File: src/rtl/peripheral_adder_pkg.sv
// Shared types and defaults for the peripheral adder arbiter: in-flight tag layout,
// default widths, and the round-robin pointer wrap helper.
package peripheral_adder_pkg;

   localparam int NUM_REQ_DEF      = 4;
   localparam int DATA_WIDTH_DEF   = 32;
   localparam int RESULT_WIDTH_DEF = DATA_WIDTH_DEF + 1;

   // Tag index is sized for the largest supported requester count (16).
   localparam int TAG_IDX_W = $clog2(16);

   typedef struct packed {
      logic                 valid;
      logic [TAG_IDX_W-1:0] idx;
   } tag_t;

   function automatic int unsigned rr_wrap_inc(input int unsigned idx, input int unsigned n);
      return (idx + 1 >= n) ? 0 : idx + 1;
   endfunction

endpackage

File: src/rtl/peripheral_rr_arbiter.sv
// Combinational round-robin picker: first set request at or after ptr_i,
// wrapping modulo N, reported as one-hot grant plus its index.
module peripheral_rr_arbiter #(
   parameter int N  = 4,
   parameter int IW = (N > 1) ? $clog2(N) : 1
) (
   input  logic [N-1:0]  req_i,
   input  logic [IW-1:0] ptr_i,
   output logic [N-1:0]  grant_o,
   output logic [IW-1:0] grant_idx_o,
   output logic          grant_vld_o
);

   logic [IW:0]   sum;
   logic [IW-1:0] cand;

   always_comb begin
      grant_o     = '0;
      grant_idx_o = '0;
      grant_vld_o = 1'b0;
      sum         = '0;
      cand        = '0;
      for (int k = 0; k < N; k++) begin
         sum = {1'b0, ptr_i} + (IW+1)'(k);
         if (sum >= (IW+1)'(N)) begin
            sum = sum - (IW+1)'(N);
         end
         cand = sum[IW-1:0];
         if (!grant_vld_o && req_i[cand]) begin
            grant_vld_o   = 1'b1;
            grant_o[cand] = 1'b1;
            grant_idx_o   = cand;
         end
      end
   end

endmodule

File: src/rtl/peripheral_adder_arbiter.sv
// Shares one external registered adder between NUM_REQ requesters: round-robin
// grant, operand registers, in-flight tag pipeline and per-requester response holding.
module peripheral_adder_arbiter
   import peripheral_adder_pkg::*;
#(
   parameter int NUM_REQ       = NUM_REQ_DEF,
   parameter int DATA_WIDTH    = DATA_WIDTH_DEF,
   parameter int ADDER_LATENCY = 1
) (
   input  logic                              clk,
   input  logic                              rst,
   input  logic [NUM_REQ-1:0]                req_valid,
   output logic [NUM_REQ-1:0]                req_ready,
   input  logic [NUM_REQ*DATA_WIDTH-1:0]     req_in1,
   input  logic [NUM_REQ*DATA_WIDTH-1:0]     req_in2,
   output logic [NUM_REQ-1:0]                rsp_valid,
   input  logic [NUM_REQ-1:0]                rsp_ready,
   output logic [NUM_REQ*(DATA_WIDTH+1)-1:0] rsp_data,
   output logic [DATA_WIDTH-1:0]             adder_in1,
   output logic [DATA_WIDTH-1:0]             adder_in2,
   input  logic [DATA_WIDTH:0]               adder_out,
   output logic                              busy
);

   localparam int IW = (NUM_REQ > 1) ? $clog2(NUM_REQ) : 1;
   localparam int RW = DATA_WIDTH + 1;

   logic [DATA_WIDTH-1:0] in1_arr [NUM_REQ];
   logic [DATA_WIDTH-1:0] in2_arr [NUM_REQ];

   logic [NUM_REQ-1:0] slot_busy_q, slot_busy_d;
   logic [NUM_REQ-1:0] rsp_valid_q, rsp_valid_d;
   logic [RW-1:0]      rsp_data_q [NUM_REQ];
   logic [RW-1:0]      rsp_data_d [NUM_REQ];
   logic [IW-1:0]      ptr_q, ptr_d;
   logic [DATA_WIDTH-1:0] ain1_q, ain1_d, ain2_q, ain2_d;
   tag_t               tag_q [ADDER_LATENCY+1];
   tag_t               tag_end;

   logic [NUM_REQ-1:0] eligible;
   logic [NUM_REQ-1:0] grant;
   logic [IW-1:0]      grant_idx;
   logic               grant_vld;
   logic               hs;

   genvar gi;
   generate
      for (gi = 0; gi < NUM_REQ; gi++) begin : g_slice
         assign in1_arr[gi]               = req_in1[gi*DATA_WIDTH +: DATA_WIDTH];
         assign in2_arr[gi]               = req_in2[gi*DATA_WIDTH +: DATA_WIDTH];
         assign rsp_data[gi*RW +: RW]     = rsp_data_q[gi];
      end
   endgenerate

   // A requester with an unaccepted result stays out of arbitration.
   assign eligible = req_valid & ~slot_busy_q;

   peripheral_rr_arbiter #(
      .N  (NUM_REQ),
      .IW (IW)
   ) u_rr_arbiter (
      .req_i       (eligible),
      .ptr_i       (ptr_q),
      .grant_o     (grant),
      .grant_idx_o (grant_idx),
      .grant_vld_o (grant_vld)
   );

   assign hs        = grant_vld & rst;
   assign req_ready = rst ? grant : '0;
   assign tag_end   = tag_q[ADDER_LATENCY];

   always_comb begin
      slot_busy_d = slot_busy_q;
      rsp_valid_d = rsp_valid_q;
      rsp_data_d  = rsp_data_q;
      ptr_d       = ptr_q;
      ain1_d      = ain1_q;
      ain2_d      = ain2_q;
      for (int i = 0; i < NUM_REQ; i++) begin
         if (rsp_valid_q[i] && rsp_ready[i]) begin
            rsp_valid_d[i] = 1'b0;
            slot_busy_d[i] = 1'b0;
         end
         if (tag_end.valid && (tag_end.idx == TAG_IDX_W'(i))) begin
            rsp_valid_d[i] = 1'b1;
            rsp_data_d[i]  = adder_out;
         end
      end
      if (hs) begin
         slot_busy_d[grant_idx] = 1'b1;
         ptr_d  = IW'(rr_wrap_inc(32'(grant_idx), unsigned'(NUM_REQ)));
         ain1_d = in1_arr[grant_idx];
         ain2_d = in2_arr[grant_idx];
      end
   end

   always_ff @(posedge clk or negedge rst) begin
      if (!rst) begin
         slot_busy_q <= '0;
         rsp_valid_q <= '0;
         ptr_q       <= '0;
         ain1_q      <= '0;
         ain2_q      <= '0;
         for (int i = 0; i < NUM_REQ; i++) begin
            rsp_data_q[i] <= '0;
         end
         for (int k = 0; k <= ADDER_LATENCY; k++) begin
            tag_q[k] <= '0;
         end
      end else begin
         slot_busy_q <= slot_busy_d;
         rsp_valid_q <= rsp_valid_d;
         ptr_q       <= ptr_d;
         ain1_q      <= ain1_d;
         ain2_q      <= ain2_d;
         for (int i = 0; i < NUM_REQ; i++) begin
            rsp_data_q[i] <= rsp_data_d[i];
         end
         // Stage 0 launches with the operands; the last stage lines up with adder_out.
         tag_q[0] <= '{valid: hs, idx: TAG_IDX_W'(grant_idx)};
         for (int k = 1; k <= ADDER_LATENCY; k++) begin
            tag_q[k] <= tag_q[k-1];
         end
      end
   end

   assign rsp_valid = rsp_valid_q;
   assign adder_in1 = ain1_q;
   assign adder_in2 = ain2_q;
   assign busy      = |slot_busy_q;

endmodule

File: config.mk
export PLATFORM = sky130hd
export DESIGN_NAME = peripheral_adder_arbiter
export DESIGN_NICKNAME = d
export VERILOG_FILES = /design/src/rtl/peripheral_adder_pkg.sv /design/src/rtl/peripheral_rr_arbiter.sv /design/src/rtl/peripheral_adder_arbiter.sv
export SDC_FILE = /design/constraint.sdc
export NUM_CORES = 1
export LEC_CHECK = 0
export ABC_AREA = 1
export BUFFER_PORTS_ARGS = -buffer_cell sky130_fd_sc_hd__buf_2
export CAP_MARGIN = 20
export CORE_AREA = 2 2 197 199
export CTS_CLUSTER_DIAMETER = 80
export DETAILED_ROUTE_END_ITERATION = 12
export DIE_AREA = 0 0 199 201
export PLACE_DENSITY = 0.65
export SYNTH_ARGS = -nofsm -noshare
export SYNTH_HDL_FRONTEND = slang
export SYNTH_SLANG_ARGS = --single-unit
export TNS_END_PERCENT = 10
File: constraint.sdc
create_clock -name clk -period 2.6 [get_ports clk]
set_input_delay 0 -clock clk [delete_from_list [all_inputs] [get_ports clk]]
set_output_delay 0 -clock clk [all_outputs]
set_load 0.005 [all_outputs]
* Word-level counts from Yosys, hierarchy flattened *
Index checks and enable logic that the tools add are counted.
W data, S select, Z words.

operators by class
  bitwise operators = 8
  shifts and indexed selects = 0
  order comparisons = 16
  mux-type cells = 55
  $add $sub $neg = 8
  divide/modulo/power cells = 0
  equality and inequality tests = 3
  reduce and logical (&&, ||, !) cells = 25
  $mul = 0

operators by type and width
  kind                   number
  $bmux W32 S2           2
  $mux W32               4
  $mux W1                25
  $mux W4                6
  $mux W2                9
  $logic_and A1 B1 Y1    16
  $or A4 B4 Y4           4
  $ge A3 B3 Y1 const B   5
  $lt A2 B3 Y1 const B   5
  $demux W1 S2           5
  $ge A2 B1 Y1 const B   5
  $bmux W1 S2            4
  $reduce_bool A2 Y1     4
  $sub A2 B1 Y2 const B  4
  $add A2 B1 Y3 const B  2
  $add A2 B2 Y3 const B  2
  $and A4 B4 Y4          1
  $eq A2 B2 Y1 const B   2
  $logic_not A4 Y1       1
  $not A4 Y4             1
  $reduce_or A4 Y1       1
  $ge A2 B3 Y1 const B   1
  $logic_not A1 Y1       3
  $not A2 Y3             1
  other kinds (2)        2

word-level totals
  bits in latches = 0
  word-level logic and storage cells = 131
  memories kept = 0
  flip-flop bits (word level) = 212
  RAM bits = 0
  bits in read-only memories = 0

* Depth between registers and ports, before layout *
Gate-level depths: netlist of run 1.

  depth in word-level cells = 20
  mapped depth = 16
  depth with buffers taken out = 14

* Cells and area by module *
Synthesis of run 1 repeated with hierarchy kept, for this count alone.

unflattened totals
  cell total of the unflattened synthesis = 1619
  area total of the unflattened synthesis = 11252.0 um2

by module, submodules not included
  module                    cells each  seq. area each (um2)  instances  area an instance (um2)
  peripheral_adder_arbiter  1545        5305.1                1          10811.6
  peripheral_rr_arbiter     74          0.0                   1          440.4

* Worst setup path before layout of run 1 *
OpenSTA, ideal clock, no wires.

  path kind = register -> register
  start point = reg ptr_q[0]
  end point = reg slot_busy_q[1]
  library setup time = 0.120 ns
  required time = 2.480 ns
  stages on the path, launching flop included = 15
  slack = 0.163 ns
  data arrival time = 2.317 ns
  cell sequence = dfrtp_1 > inv_2 > ha_1 > inv_1 > nand3_1 > nand2_2 > nor2_4 > nor2_1 > nand2_1 > nand2_2 > buf_6 > buf_6 > inv_1 > ha_1 > a31o_2

on the way
  longest elaborated chain between the ends = 20
  elaborated cells between the ends (all ways) = 45
  classes of those cells = 7 x add/sub; 6 x order compare; 23 x mux; 2 x bitwise; 7 x reduce/logical

ends and longest elaborated chain
  item                                                                       line                             source
  from (decl)                                                                peripheral_adder_arbiter.sv:35   logic [IW-1:0] ptr_q, ptr_d;
  from (signal assigned)                                                     peripheral_adder_arbiter.sv:114  ptr_q <= ptr_d;
  branches (longest 13 deep; another with $add A2 B1 Y3)                     n/a
  $mux W2 (*)                                                                peripheral_rr_arbiter.sv:29      if (!grant_vld_o && req_i[cand]) begin
  via grant_idx[0]                                                           peripheral_adder_arbiter.sv:42   logic [IW-1:0] grant_idx;
  $lt A2 B3 Y1 (implied by the code) / $ge A2 B1 Y1 (equally long branches)  peripheral_adder_arbiter.sv:91   slot_busy_d[grant_idx] = 1'b1;
  $logic_and A1 B1 Y1 (implied by the code)                                  peripheral_adder_arbiter.sv:91
  $mux W1 (implied by the code)                                              peripheral_adder_arbiter.sv:91
  $demux W1 S2 (*)                                                           peripheral_adder_arbiter.sv:91
  $or A4 B4 Y4 (no source line) (*)                                          n/a
  $mux W4 (*)                                                                peripheral_adder_arbiter.sv:90   if (hs) begin
  via slot_busy_d[1]                                                         peripheral_adder_arbiter.sv:31   logic [NUM_REQ-1:0] slot_busy_q, slot_busy_d;
  to (signal assigned)                                                       peripheral_adder_arbiter.sv:112  slot_busy_q <= slot_busy_d;
  to (decl)                                                                  peripheral_adder_arbiter.sv:31

Mark *: on every way through the listed nets, which the timed path passes. The select of a mux whose other input is x is not followed.
A chain may end at the register's enable or synchronous reset.

* Worst setup path in the final report of run 1 *
  start point = reg ptr_q[0]
  end point = reg ain2_q[29], in the netlist adder_in2[29]

on the way
  longest elaborated chain between the ends = 18
  elaborated cells between the ends (all ways) = 42
  classes of those cells = 7 x add/sub; 4 x order compare; 23 x mux; 2 x bitwise; 6 x reduce/logical

ends and longest elaborated chain
  item                                                    line                             source
  branches (longest 18 deep; another with $add A2 B1 Y3)  n/a
  to (signal assigned)                                    peripheral_adder_arbiter.sv:116  ain2_q <= ain2_d;
  to (decl)                                               peripheral_adder_arbiter.sv:36   logic [DATA_WIDTH-1:0] ain1_q, ain1_d, ain2_q, ain2_d;

Several ways; the timed one is not identified. The select of a mux whose other input is x is not followed.

==> results of run 1 <==
-- registers in the layout, summed over array words and instances, names as in the netlist --
name and cells:
adder_in1 32, tag_end 3, rsp_valid 4, slot_busy_q 4, rsp_data 132, tag_q 3
ptr_q 2, adder_in2 32
-- logic make-up (layout without fill, tap and decap cells) --
family | count (synthesis) | after routing
and+or+nand+nor | 842 | 842
buffers and inverters | 344 | 1124
DFF | 212 | 212
AOI/OAI and AO/OA | 149 | 149
adders and majority gates | 12 | 12
other | 0 | 7
-- through the flow --
stage,worst slack [ns],area [um2],total power (uW),hold slack (ns),util (%)
floorplan,0.163,11400,15200,-0.296,-
global placement,0.181,14500,20000,0.198,38.1
detailed placement,0.0741,14500,20200,0.213,38.1
CTS,0.0412,18200,24200,0.0000233,47.7
global route,-0.00815,18400,27700,0.0112,48.3
finish,0.120,18400,25600,-0.0365,48.3
-- per-layer routing --
| layer | share of wire [%] | global-route usage [%] | vias up |
|---|---|---|---|
| li1 | - | - | 6377 |
| met1 | 36 | 28.1 | 6521 |
| met2 | 45 | 40.5 | 1127 |
| met3 | 11 | 8.38 | 380 |
| met4 | 8.1 | 16.7 | 2 |
| met5 | 0.085 | 0.988 | - |
-- worst min-delay path by stage --
| stage | start | to | slack [ns] | depth (start not counted) |
|---|---|---|---|---|
| final | req_in1[90] | adder_in1[26] | -0.04 | 7 |
| after global routing | req_in1[90] | adder_in1[26] | 0.01 | 7 |
| after CTS | req_in1[90] | adder_in1[26] | 0.00002 | 7 |
| after detailed placement | rst | slot_busy_q[0] | 0.21 | 2 |
| after global placement | rst | rsp_valid[0] | 0.20 | 2 |
| after floorplan | rst | adder_in1[0] | -0.30 | 0 |
-- critical path: stages, from the launching register on --
cell and delay, ns:
dfrtp_1 0.39, inv_2 0.08, ha_4 0.22, inv_1 0.07
nand3_1 0.10, nand2_2 0.15, nand3_1 0.16, nand3_4 0.15
buf_16 0.26, buf_4 0.26, nand3_1 0.13, nand3_1 0.10
nand2_1 0.10, nand2_1 0.08, nand2_1 0.09
-- cell usage in the layout (no fill, tap or decap), drive strengths merged --
cell and count:
a21oi 3, a31o 3, a41oi 4, buf 546, bufinv 2, clkbuf 34
clkinv 7, clkinvlp 2, dfrtp 212, diode 7, dlygate4sd3 286, ha 12
inv 247, nand2 556, nand3 216, nand3b 64, nand4 3, nor2 3
o21ai 139
-- power groups by stage --
| stage | Combinational [uW] | Sequential [uW] | Clock (uW) |
|---|---|---|---|
| 3_3_place_gp | 14100 | 5930 | 0 |
| 3_5_place_dp | 14300 | 5970 | 0 |
| 5_1_grt | 17800 | 6150 | 3780 |
| 6_report | 16100 | 5970 | 3530 |
| 4_1_cts | 14700 | 5960 | 3610 |
| 2_1_floorplan | 9190 | 6030 | 0 |
-- final cells by class --
type,count,area share (%)
clock buffers,31,3.73
well taps,518,3.52
flip-flops and latches,212,28.8
multi-input cells,1003,25.7
inverters,246,5.04
diodes,7,0.0951
repair buffers,835,32.4
clock inverters,12,0.741
-- repair_timing --
item,in CTS,in global routing
pin swaps,0,4
endpoints found under the setup margin,1,66
hold endpoints to repair,417,0
hold buffers,286,0
gates cloned,0,3
buffers inserted,0,7
gates resized for setup,1,14
==> run summary, run 1 <==
=====================================================================================================
Result of the run ...................................................................... finished with violations
Violations in the final reports ........................................................  hold timing
Share of the yosys chip area belonging to registers ....................................        46.6%
Sequential Area ........................................................................     5310 um2
Most common flop cell mapped by yosys ..................................................      dfrtp_1
Highest clock frequency the design can meet ............................................      403 MHz
Post-synthesis mux area share ..........................................................           0%
Combinational share of power ...........................................................        62.9%
Via count of the first global-routing pass .............................................        14.5k
Worst IR drop on VDD ...................................................................      1100 uV
Internal power .........................................................................    13,200 uW
Arrival time worst endpoint ............................................................      2.91 ns
Most instantiated cells after synthesis ................................................ nand2_1, inv_1, nand3_1, dfrtp_1, o21ai_0
R2r endpoint ........................................................................... adder_in2[29]
Per-cell routed wire length ............................................................      18.2 um
Setup CP Type .......................................................................... register to register
# fillers ..............................................................................        3,478
Number of placement rows ...............................................................           72
DR iter-0 viols ........................................................................        1,197
Hold WS ................................................................................   -0.0365 ns
Cell area power density ................................................................  1390 nW/um2
Worst setup path startpoint ............................................................     ptr_q[0]
Proportion of total power due to net switching .........................................        48.4%
Width of the die .......................................................................       199 um
Library cells used by synthesis ........................................................           21
Top Ports ..............................................................................          504
Total die area .........................................................................   40,000 um2
Sequential fraction of design power ....................................................        23.3%
Final clock period utilization by the worst path .......................................        95.4%
Clock network fraction of total power ..................................................        13.8%
Total routing usage reported by global routing .........................................        25.1%
Count of flip-flops with a built-in enable after synthesis .............................            0
Number of buffers inserted during clock tree synthesis .................................           24
Slew margin rel. .......................................................................        39.0%
Clk buf depth ..........................................................................            3
Clock period minus final worst setup slack .............................................      2.48 ns
Routed WL ..............................................................................      52.0 mm
Category of the worst setup path launch point ..........................................     register
Crit path capture type .................................................................     register
Number of optimization iterations in the first detailed-route pass .....................            8
Worst min-delay path class ............................................................. primary input to register
Effective utilization at floorplan .....................................................        29.9%
Net total in the final layout ..........................................................        2,633
Clock tree from TritonCTS ..............................................................         done
Post-synthesis share of cell area spent on xor and xnor gates ..........................           0%
Reg2Reg Launch Point ...................................................................     ptr_q[0]
Post-Route Skew ........................................................................    0.0220 ns
Cell count after synthesis .............................................................        1,559
Cell total after placement .............................................................        2,518
Required arrival time at the worst endpoint ............................................      3.03 ns
Largest family of logic cells by synthesized area ...................................... simple AND/OR/NAND/NOR gates
Worst Setup EP ......................................................................... adder_in2[29]
Compound-cell area share of the yosys netlist ..........................................        6.78%
Count of warnings emitted by yosys .....................................................            0
Antenna violations before repair .......................................................            6
Cell area after synthesis ..............................................................   11,400 um2
Post-detailed-route via-to-cell ratio ..................................................         5.03
Max-cap violation count ................................................................            0
Layout cells sized above 1 .............................................................        26.4%
Clock latency at the later pin of the worst-skew pair ..................................      0.54 ns
Nets in the synthesized netlist ........................................................        1,870
Post-synthesis register bit count ......................................................          212
Post-synthesis cell type with the largest combined area ................................      dfrtp_1
HPWL after detailed placement ..........................................................      31.6 mm
Pin count of the biggest net entering global routing ...................................          162
Maximum level of the CTS H-tree ........................................................            1
Global-route congestion overflow total .................................................            0
Worst-margin pin slew ..................................................................     0.915 ns
Routability congestion estimate ........................................................        0.902
Chip Height ............................................................................       201 um
Pleak ..................................................................................    0.0103 uW
Layout overhead on the synthesized area ................................................        61.6%
Most area-consuming cells after synthesis .............................................. dfrtp_1, nand2_1, nand3_1
Setup Viol. Count Final ................................................................            0
Share of Yosys cell area claimed by the top area cell type .............................        46.6%
Crit Path Max Fanout ...................................................................           53
Sum of negative setup slack ............................................................         0 ns
Placeable core region ..................................................................   38,100 um2
Final cell count without fillers .......................................................        2,864
Share of synthesized cell area in and, or, nand and nor gates ..........................        32.5%
Root Driver ............................................................................    clkbuf_16
Net Sw Power ...........................................................................    12,400 uW
Vias ...................................................................................        14.4k
Max Transition Viols Final .............................................................            0
Wire length of the first global-routing pass ...........................................      78.7 mm
Final ANT Viol Nets ....................................................................            0
Count leader, synth ....................................................................      nand2_1
Fraction of synthesis flops using an asynchronous set or reset pin .....................         100%
Number of remaining DRC errors .........................................................            0
Count of final hold-check violations ...................................................            3
Avg Cell Area, Syn .....................................................................     7.31 um2
Clock tree sinks .......................................................................          212
Worst reg2reg setup slack ..............................................................      0.12 ns
Cells on worst reg2reg path ............................................................           14
Post-synthesis share of cell area spent on full adders, half adders and majority gates .        1.32%
Count of input and output buffers ......................................................          503
Area of the multi-input gates ..........................................................     4730 um2
Clock-pin slew reported for the worst setup and hold paths after clock tree synthesis ..      0.07 ns
=====================================================================================================
Note: power is estimated with default switching activity, not from simulation.
==> inputs of run 2 (changes only) <==
--- a/config.mk
+++ b/config.mk
@@ -6,13 +6,13 @@
 export NUM_CORES = 1
 export LEC_CHECK = 0
 export ABC_AREA = 1
-export BUFFER_PORTS_ARGS = -buffer_cell sky130_fd_sc_hd__buf_2
 export CAP_MARGIN = 20
 export CORE_AREA = 2 2 197 199
 export CTS_CLUSTER_DIAMETER = 80
 export DETAILED_ROUTE_END_ITERATION = 12
 export DIE_AREA = 0 0 199 201
-export PLACE_DENSITY = 0.65
+export DONT_BUFFER_PORTS = 1
+export PLACE_DENSITY = 0.54
 export SYNTH_ARGS = -nofsm -noshare
 export SYNTH_HDL_FRONTEND = slang
 export SYNTH_SLANG_ARGS = --single-unit
==> run 2 against run 1 <==
Against the previous run: core utilization down 6.6 points; setup slack better by 0.082 ns; register-to-register slack better by 0.08 ns; the run still ends with hold timing left; clock power about the same; highest routed layer unchanged; power down 6.6%; die area unchanged; critical path depth up 2; final area down 14%; sequential share of layout area up 4.5 points; clock skew down 0.013 ns.
==> run summary, run 2 (same netlist as run 1, synthesis figures left out) <==
====================================================================================================
Required arrival time at the worst endpoint ...........................................      3.02 ns
Arrival time worst endpoint ...........................................................      2.81 ns
Max FFs per register ..................................................................          132
Highest clock frequency the design can meet ...........................................      417 MHz
Category of the worst setup path launch point .........................................     register
Routability congestion estimate .......................................................        0.904
Clock tree from TritonCTS .............................................................         done
Final setup margin ....................................................................     0.201 ns
Net total in the final layout .........................................................        2,131
Number of optimization iterations in the first detailed-route pass ....................            7
Per-cell routed wire length ...........................................................      19.0 um
Power consumption .....................................................................    23,900 uW
Most frequent CP cell .................................................................      nand2_1
# fillers .............................................................................        3,713
Hold WS ...............................................................................    -0.833 ns
Clock period minus final worst setup slack ............................................      2.40 ns
Final clock period utilization by the worst path ......................................        92.3%
Routed WL .............................................................................      44.8 mm
Worst slack at placement ..............................................................     0.153 ns
Pleak .................................................................................   0.00827 uW
Cells on worst reg2reg path ...........................................................           16
Cell type of the slowest stage on the worst timing path ...............................      dfrtp_1
Reg2Reg Launch Point ..................................................................     ptr_q[0]
Sum of negative setup slack ...........................................................         0 ns
Sequence of cells on the critical path ................................................ inv_2 -> buf_4 -> nand3_2 -> nand2_1 -> nand2_1 -> nand2_2 -> nor2_4 -> nor2_1 -> nand2_4 -> nand2_8 -> buf_8 -> nand2_1 -> nand3_1 -> nand2_1 -> nand2_1 -> nand2_1
Critical Path Max Stage Delay .........................................................      0.39 ns
Clock-pin slew reported for the worst setup and hold paths after clock tree synthesis .      0.06 ns
Cell total after placement ............................................................        2,007
Vias ..................................................................................        11.7k
Number of remaining DRC errors ........................................................            0
Layout cells sized above 1 ............................................................        5.61%
Clk buf depth .........................................................................            3
Max-cap violation count ...............................................................            0
Post-Route Skew .......................................................................   0.00918 ns
HPWL after detailed placement .........................................................      27.1 mm
Final cell count without fillers ......................................................        2,361
Global-route congestion overflow total ................................................            0
Effective utilization at floorplan ....................................................        29.9%
Antenna violations before repair ......................................................            7
Count of final hold-check violations ..................................................          215
Number of buffers inserted during clock tree synthesis ................................           25
Top Ports .............................................................................          504
Worst IR drop on VDD ..................................................................       912 uV
Total die area ........................................................................   40,000 um2
Placeable core region .................................................................   38,100 um2
Result of the run ..................................................................... finished with violations
Wire length of the first global-routing pass ..........................................      64.9 mm
Pin count of the biggest net entering global routing ..................................          218
Final ANT Viol Nets ...................................................................            0
Slew margin rel. ......................................................................        55.9%
DR iter-0 viols .......................................................................          702
Total routing usage reported by global routing ........................................        20.6%
Worst-margin pin slew .................................................................     0.662 ns
Cell area power density ...............................................................  1500 nW/um2
Post-detailed-route via-to-cell ratio .................................................         4.96
Max Transition Viols Final ............................................................            0
Clock tree sinks ......................................................................          212
Violations in the final reports .......................................................  hold timing
Post-placement cell area ..............................................................   11,900 um2
Worst reg2reg setup slack .............................................................      0.20 ns
Chip Height ...........................................................................       201 um
Maximum level of the CTS H-tree .......................................................            1
Worst min-delay path class ............................................................ primary input to async pin
Crit path capture type ................................................................     register
Number of placement rows ..............................................................           72
Most frequent cells in the layout ..................................................... nand2_1, dlygate4sd3_1, inv_1
Setup Viol. Count Final ...............................................................            0
Count of input and output buffers .....................................................            0
Layout overhead on the synthesized area ...............................................        39.7%
Final non-filler cell area ............................................................   15,900 um2
Via count of the first global-routing pass ............................................        11.7k
Gate family responsible for the most delay along the worst path ....................... simple AND/OR/NAND/NOR gates
Crit Path Max Fanout ..................................................................           36
Root Driver ...........................................................................    clkbuf_16
Width of the die ......................................................................       199 um
Setup CP Type ......................................................................... register to register
Buffers & Inverters on Critical Path ..................................................            3
R2r endpoint .......................................................................... adder_in1[10]
Leading cell type in the layout, fill and taps excluded ...............................      nand2_1
Clock latency at the later pin of the worst-skew pair .................................      0.53 ns
Number of hold buffers added after cts ................................................          293
====================================================================================================
[run 2: per-stage QoR]
| stage | hold WS, ns | utilization [%] |
|---|---|---|
| 2_1_floorplan | -0.296 | - |
| 3_3_place_gp | -0.291 | 31.2 |
| 3_5_place_dp | -0.291 | 31.2 |
| 4_1_cts | -0.864 | 41.1 |
| 5_1_grt | -0.870 | 41.8 |
| 6_report | -0.833 | 41.8 |
[run 2: layout make-up]
type                            count  area [um2]  share of cell area (%)
Clock inverter                     11         123                   0.771
Timing Repair Buffer              332        3480                    21.9
Multi-Input combinational cell   1003        4710                    29.6
Tap cell                          518         648                    4.07
Inverter                          246         926                    5.82
Antenna cell                        6        15.0                  0.0943
Clock buffer                       33         706                    4.43
Sequential cell                   212        5310                    33.3
[run 2: routing by layer]
layer | global-route usage (%) | wire length (um)
met5 | 0 | 15
met4 | 10.6 | 2320
met3 | 7.24 | 5090
met2 | 33.9 | 20900
met1 | 23.4 | 16500
[run 2: where the power goes]
group          internal [uW]  switching [uW]
Combinational           4990            8730
Sequential              5040            1600
Clock                   2110            1430
Total                  12100           11800
[run 2: worst reg2reg max path: stages (launching register included)]
cell and delay [ns]:
dfrtp_1 0.39, inv_2 0.08, buf_4 0.17, nand3_2 0.10, nand2_1 0.10, nand2_1 0.08, nand2_2 0.15, nor2_4 0.07
nor2_1 0.17, nand2_4 0.14, nand2_8 0.15, buf_8 0.24, nand2_1 0.13, nand3_1 0.12, nand2_1 0.07, nand2_1 0.07
nand2_1 0.05
[run 2: timing repair]
action / CTS / global route
setup endpoints to repair: 0 / 60
setup buffers: 0 / 5
endpoints found under the hold margin: 416 / 216
resized for setup: 0 / 12
[run 2: how the worst max path moves through the flow]
stage	start	end	slack, ns	cells past startpoint
floorplan	ptr_q[0]	slot_busy_q[1]	0.16	14
global placement	ptr_q[0]	adder_in1[15]	0.16	15
detailed placement	ptr_q[0]	adder_in1[28]	0.15	15
CTS	ptr_q[0]	adder_in1[28]	0.14	15
global route	ptr_q[1]	adder_in1[24]	-0.01	15
finish	ptr_q[0]	adder_in1[10]	0.20	16
